$ cat config.mk
export PLATFORM = sky130hd
export DESIGN_NAME = mux2
export DESIGN_NICKNAME = d
export VERILOG_FILES = /design/src/rtl/mux2_pkg.sv /design/src/rtl/mux2_core.sv /design/src/rtl/mux2.sv
export SDC_FILE = /design/constraint.sdc
export NUM_CORES = 1
export LEC_CHECK = 0
export ABC_CLOCK_PERIOD_IN_PS = 1550
export CAP_MARGIN = 25
export CORE_UTILIZATION = 26
export CTS_CLUSTER_DIAMETER = 40
export DETAILED_ROUTE_END_ITERATION = 8
export PLACE_DENSITY_LB_ADDON = 0.05
export SKIP_CTS_REPAIR_TIMING = 1
export SYNTH_ARGS = -nofsm -noshare
export SYNTH_HDL_FRONTEND = slang
export SYNTH_HIERARCHICAL = 1
export SYNTH_SLANG_ARGS = --single-unit
export TNS_END_PERCENT = 20
$ cat constraint.sdc
create_clock -name clk -period 1.55 [get_ports clk]
set_clock_uncertainty 0.2 [all_clocks]
set_input_delay 0.31 -clock clk [delete_from_list [all_inputs] [get_ports clk]]
set_output_delay 0.31 -clock clk [all_outputs]
set_load 0.05 [all_outputs]
$ cat src/rtl/mux2_pkg.sv
// Shared defaults and types for the mux2 steering block.
package mux2_pkg;

    localparam int unsigned MUX2_WIDTH = 1;
    localparam int unsigned MUX2_CNT_W = 8;

    typedef logic [MUX2_CNT_W-1:0] cnt_t;

endpackage

$ cat src/rtl/mux2_core.sv
// Combinational WIDTH-bit 2:1 selector: y follows b when select is high, else a.
module mux2_core
    import mux2_pkg::*;
#(
    parameter int unsigned WIDTH = MUX2_WIDTH
) (
    input  logic [WIDTH-1:0] a,
    input  logic [WIDTH-1:0] b,
    input  logic             select,
    output logic [WIDTH-1:0] y
);

    always_comb begin
        y = select ? b : a;
    end

endmodule

$ cat src/rtl/mux2.sv
// 2:1 datapath selector with a registered output copy, registered select and a
// saturating select-toggle counter. Define MUX2_PARITY_EN to add registered parity y_par.
module mux2
    import mux2_pkg::*;
#(
    parameter int unsigned WIDTH = MUX2_WIDTH,
    parameter int unsigned CNT_W = MUX2_CNT_W
) (
    input  logic             clk,
    input  logic             rst_n,
    input  logic [WIDTH-1:0] a,
    input  logic [WIDTH-1:0] b,
    input  logic             select,
    output logic [WIDTH-1:0] y,
    output logic [WIDTH-1:0] y_q,
    output logic             sel_q,
    output logic [CNT_W-1:0] toggle_cnt
`ifdef MUX2_PARITY_EN
    ,
    output logic             y_par
`endif
);

    mux2_core #(
        .WIDTH(WIDTH)
    ) u_core (
        .a     (a),
        .b     (b),
        .select(select),
        .y     (y)
    );

    always_ff @(posedge clk or negedge rst_n) begin
        if (!rst_n) begin
            y_q   <= '0;
            sel_q <= 1'b0;
        end else begin
            y_q   <= y;
            sel_q <= select;
        end
    end

    // Only the value sampled at the edge counts, so intra-cycle glitches are ignored.
    always_ff @(posedge clk or negedge rst_n) begin
        if (!rst_n) begin
            toggle_cnt <= '0;
        end else if ((select != sel_q) && (toggle_cnt != '1)) begin
            toggle_cnt <= toggle_cnt + CNT_W'(1);
        end
    end

`ifdef MUX2_PARITY_EN
    always_ff @(posedge clk or negedge rst_n) begin
        if (!rst_n) begin
            y_par <= 1'b0;
        end else begin
            y_par <= ^y;
        end
    end
`endif

endmodule

; Yosys cells after proc, flatten, opt, wreduce, memory -nomap -nowiden
; Cells that the tools add are included.
[totals]
regBits = 10
inputBits = 5
out_inout_bits = 11
wordCells = 8
[op_classes]
add_sub_neg = 1
n_eq_ne = 2
muxes = 1
reduce_logical = 1
[ops]
columns = operator, count
row1 = "8-bit by 1-bit adder with 8-bit output, second input constant", 1
row2 = "8-bit inequality test, second input constant", 1
row3 = 1-bit logical AND, 1
row4 = 1-bit 2-to-1 mux, 1
row5 = 1-bit inequality test, 1

; Longest topological paths before layout
[logic_depth]
depth_word = 2
depth_mapped = 4
ltp_nobuf = 4

; Hierarchy
; Netlist, hierarchy kept.
[by_module_without_submodules]
columns = mod, instances, cells_per_inst, area_each_um2, seq_area_each_um2
row1 = mux2, 1, 36, 470.5, 250.2
row2 = mux2_core, 1, 1, 15.0, 0.0

; Worst setup path before layout
; Ideal clock, no wire load.
[synth_timing]
path_type = flip-flop to flip-flop
start = register toggle_cnt[0]
end = register toggle_cnt[1]
setup_ps = 128
t_arrival_ps = 1558
required_time_ps = 1222
path_slack_ps = -335
stages_incl_launch_ff = 5
path_buffers = 0
period_less_slack_ps = 1885
cell_sequence = dfrtp_1 -> ha_1 -> nand2_1 -> o21ai_2 -> mux2_1
[synth_via]
elab_chain_len = 2
elab_cells_between_ends = 3
classes_between = add/sub (1) / eq/ne (1) / reduce/logical (1)
[synth_lines]
columns = item, line_no
row1 = "start, declared", mux2.sv:17  ; output logic [CNT_W-1:0] toggle_cnt
row2 = "start signal, assigned", mux2.sv:48  ; toggle_cnt <= toggle_cnt + CNT_W'(1);
row3 = branches (longest 2 deep; another with 8-bit by 1-bit adder with 8-bit output), --
; Several ways; the timed one is not identified.
; A chain may end at the register's enable or synchronous reset.

; Worst setup path after layout
[layout_timing]
start = register sel_q
end = register toggle_cnt[1]
[layout_via]
elab_chain_len = 2
[layout_lines]
columns = item, line_no
row1 = "start, declared", mux2.sv:16  ; output logic sel_q,
row2 = "start signal, assigned", mux2.sv:39  ; sel_q <= select;
row3 = 1-bit inequality test, mux2.sv:47  ; end else if ((select != sel_q) && (toggle_cnt != '1)) begin
row4 = 1-bit logical AND, mux2.sv:47
; No other way between the ends.

==> metrics.md <==
| Metric | Value |
|---|---|
| Max-slew headroom | between 60% and 70% |
| Synthesized instance count | 37 |
| Syn nets | 43 |
| CTS sink cnt | 10 |
| Initial antenna violation count | 0 |
| Clk slew on worst S/H paths | 70 ps |
| Final count of negative-setup-slack endpoints | 0 |
| WL/cell | approximately 12 um |
| Tot GR Track Use | 12.4% |
| Synthesized flop and latch total | 10 |
| Leakage power total | between 0.3 and 0.4 nW |
| Antenna Cells | 0 |
| # port buffers | 15 |
| Status | finished clean |
| Die Height | 45.2 um |
| DRC | 0 |
| Share of layout cells above drive strength 1 | 62.5% |
| DRT antenna net count | 0 |
| Commonest non-fill, non-tap cells in the layout | buf_12 (10), buf_4 (8), dfrtp_2 (7) |
| CTS tree | yes |
| Die Wd | ~45 um |
| Worst setup SP type | flip-flop |
| Max-slew violation count | 0 |
| Ratio of total power to cell area | 1950 nW/um2 |
| Pin count of the biggest net entering global routing | 11 |
| Slowest CP cell | dfrtp_2 |
| Nets | 71 |
| Setup TNS Final | 0 ps |
| CP endpoint kind | flip-flop |
| GRT Residual Overflow | 0 |
| P&R area growth vs syn | 83.5% |
| Largest stage delay on the critical path | between 400 and 500 ps |
| Final hold vios | 0 |
| Netlist cell types | 22 |
| Clock buffer count from CTS | 3 |
| Top FF cell, synth | dfrtp_1 |
| Synthesized area | 485 um2 |
| Commonest non-fill, non-tap cell in the layout | buf_12 |
| Dpl cells | between 80 and 90 |
| Finished Layout Cells | 89 |
| Worst Path Buf+Inv | 1 |
| Synth warnings | 6 |
| Skew-Pair Late Insertion Delay | 260 ps |
| Initial Util | 27.8% |
| Cells along the critical path | xor2_2 > buf_4 > o21ai_2 > mux2_1 |
| First-pass GRT wire length | approximately 1800 um |
| Row Count | 15 |
| Critical path class | flip-flop to flip-flop |
| Vias in the first global route | 394 |
| Peak supply drop | 886 uV |
| I/O pin count | 16 |
| Crit share post-route | 97.2% |
| Mapped Avg Cell Area | 13.1 um2 |
| Critical path data required time | ~1500 ps |
| Drt initial violations | 2 |
| Total routed wirelength | roughly 1100 um |
| Final min period | 1510 ps |
| CP Max Fanout | 3 |
| DRT Pass-1 Iters | 4 |
| Clock tree buffer depth | 2 |
| CP Data Arrival Time | between 1000 and 1500 ps |
| Asr flop ratio synth | 100% |
| RSZ-0062 raised after global routing | false |
| Setup slack after placement | -359 ps |
| Layout Utilization | 51.0% |
| Vias | 400 |
| Via density | between 4 and 5 |
| Post-synthesis sequential area ratio | between 50 and 60% |
| Core box area | 1750 um2 |
| Worst-Margin Slew | between 400 and 500 ps |
| Hold Path Class | primary input to flip-flop |
| Post-synth EDFFs | 0 |
| HPWL Detailed | between 800 and 900 um |
| GP Congestion | between 0.6 and 0.7 |
| Die area | 2040 um2 |
| Final setup margin | 43.0 ps |
| Fmax achieved | approximately 660 MHz |
| Crit path max-delay family | flip-flops |
| Fillers | around 160 |
| MaxCap Viol Count | 0 |
| Clk root buf | clkbuf_4 |
| Max H-tree Level | 1 |
## per-layer routing
metal / routed length (um) / vias to the layer above / global-route usage, % / part of all wire, %
li1: - / 190 / - / -
met1: 442 / 198 / 14.9 / 40
met2: 598 / 12 / 19.7 / 54
met3: 68 / 0 / 3.60 / 6.1
met4: 0 / 0 / 7.27 / 0
met5: 0 / - / 0 / 0
## path summary, 6_finish.rpt
path                               start            end  slack, ps  cells after the start
min                               select          sel_q         80                      1
max                                sel_q  toggle_cnt[1]         40                      4
max in group asynchronous          rst_n  toggle_cnt[0]        610                      1
min in group asynchronous          rst_n            y_q        180                      1
max reg2reg                        sel_q  toggle_cnt[1]         40                      4
min reg2reg                toggle_cnt[4]  toggle_cnt[4]        400                      2
## flip-flops by register name, summed over array words and instances (netlist names)
name        flops
y_q             1
sel_q           1
toggle_cnt      8
## cells in the mapped netlist, drive strengths merged (2+ instances only)
cell type,count,area (um2)
dfrtp,10,250
a31oi,3,18.8
nand2,3,11.3
o21ai,3,18.8
xor2,3,33.8
and3,2,22.5
mux2,2,26.3
nor3,2,15.0
## final cells by class
cell class | count | area, um2 | area share (%)
inverters | 1 | 3.75 | 0.421
multi-input cells | 26 | 248 | 27.8
clock buffers | 4 | 26.3 | 2.95
well taps | 25 | 31.3 | 3.51
repair buffers | 23 | 323 | 36.2
flip-flops and latches | 10 | 259 | 29.1
## cell families (layout without fill, tap and decap cells)
family | count (synthesis) | in the layout | synth area share, %
buffers and inverters | 1 | 28 | 0.772
and+or+nand+nor | 10 | 10 | 17.3
DFF | 10 | 10 | 51.5
xor gates and xnor gates | 4 | 4 | 8.76
AOI/OAI and AO/OA | 9 | 9 | 13.7
muxes | 2 | 2 | 5.41
adders and majority gates | 1 | 1 | 2.58
## metrics by stage
stage | hold WS [ps] | cell area, um2 | power (mW)
after floorplan | -186 | 507 | 0.956
after global placement | 378 | 838 | 1.52
after detailed placement | 393 | 838 | 1.55
after CTS | 187 | 865 | 1.74
after global routing | 72.0 | 891 | 1.83
final | 84.5 | 891 | 1.73
## where the power goes
group | internal (mW) | switching [mW]
Sequential | 0.362 | 0.104
Combinational | 0.533 | 0.548
Clock | 0.0993 | 0.0869
(Power assumes the default switching activity.)
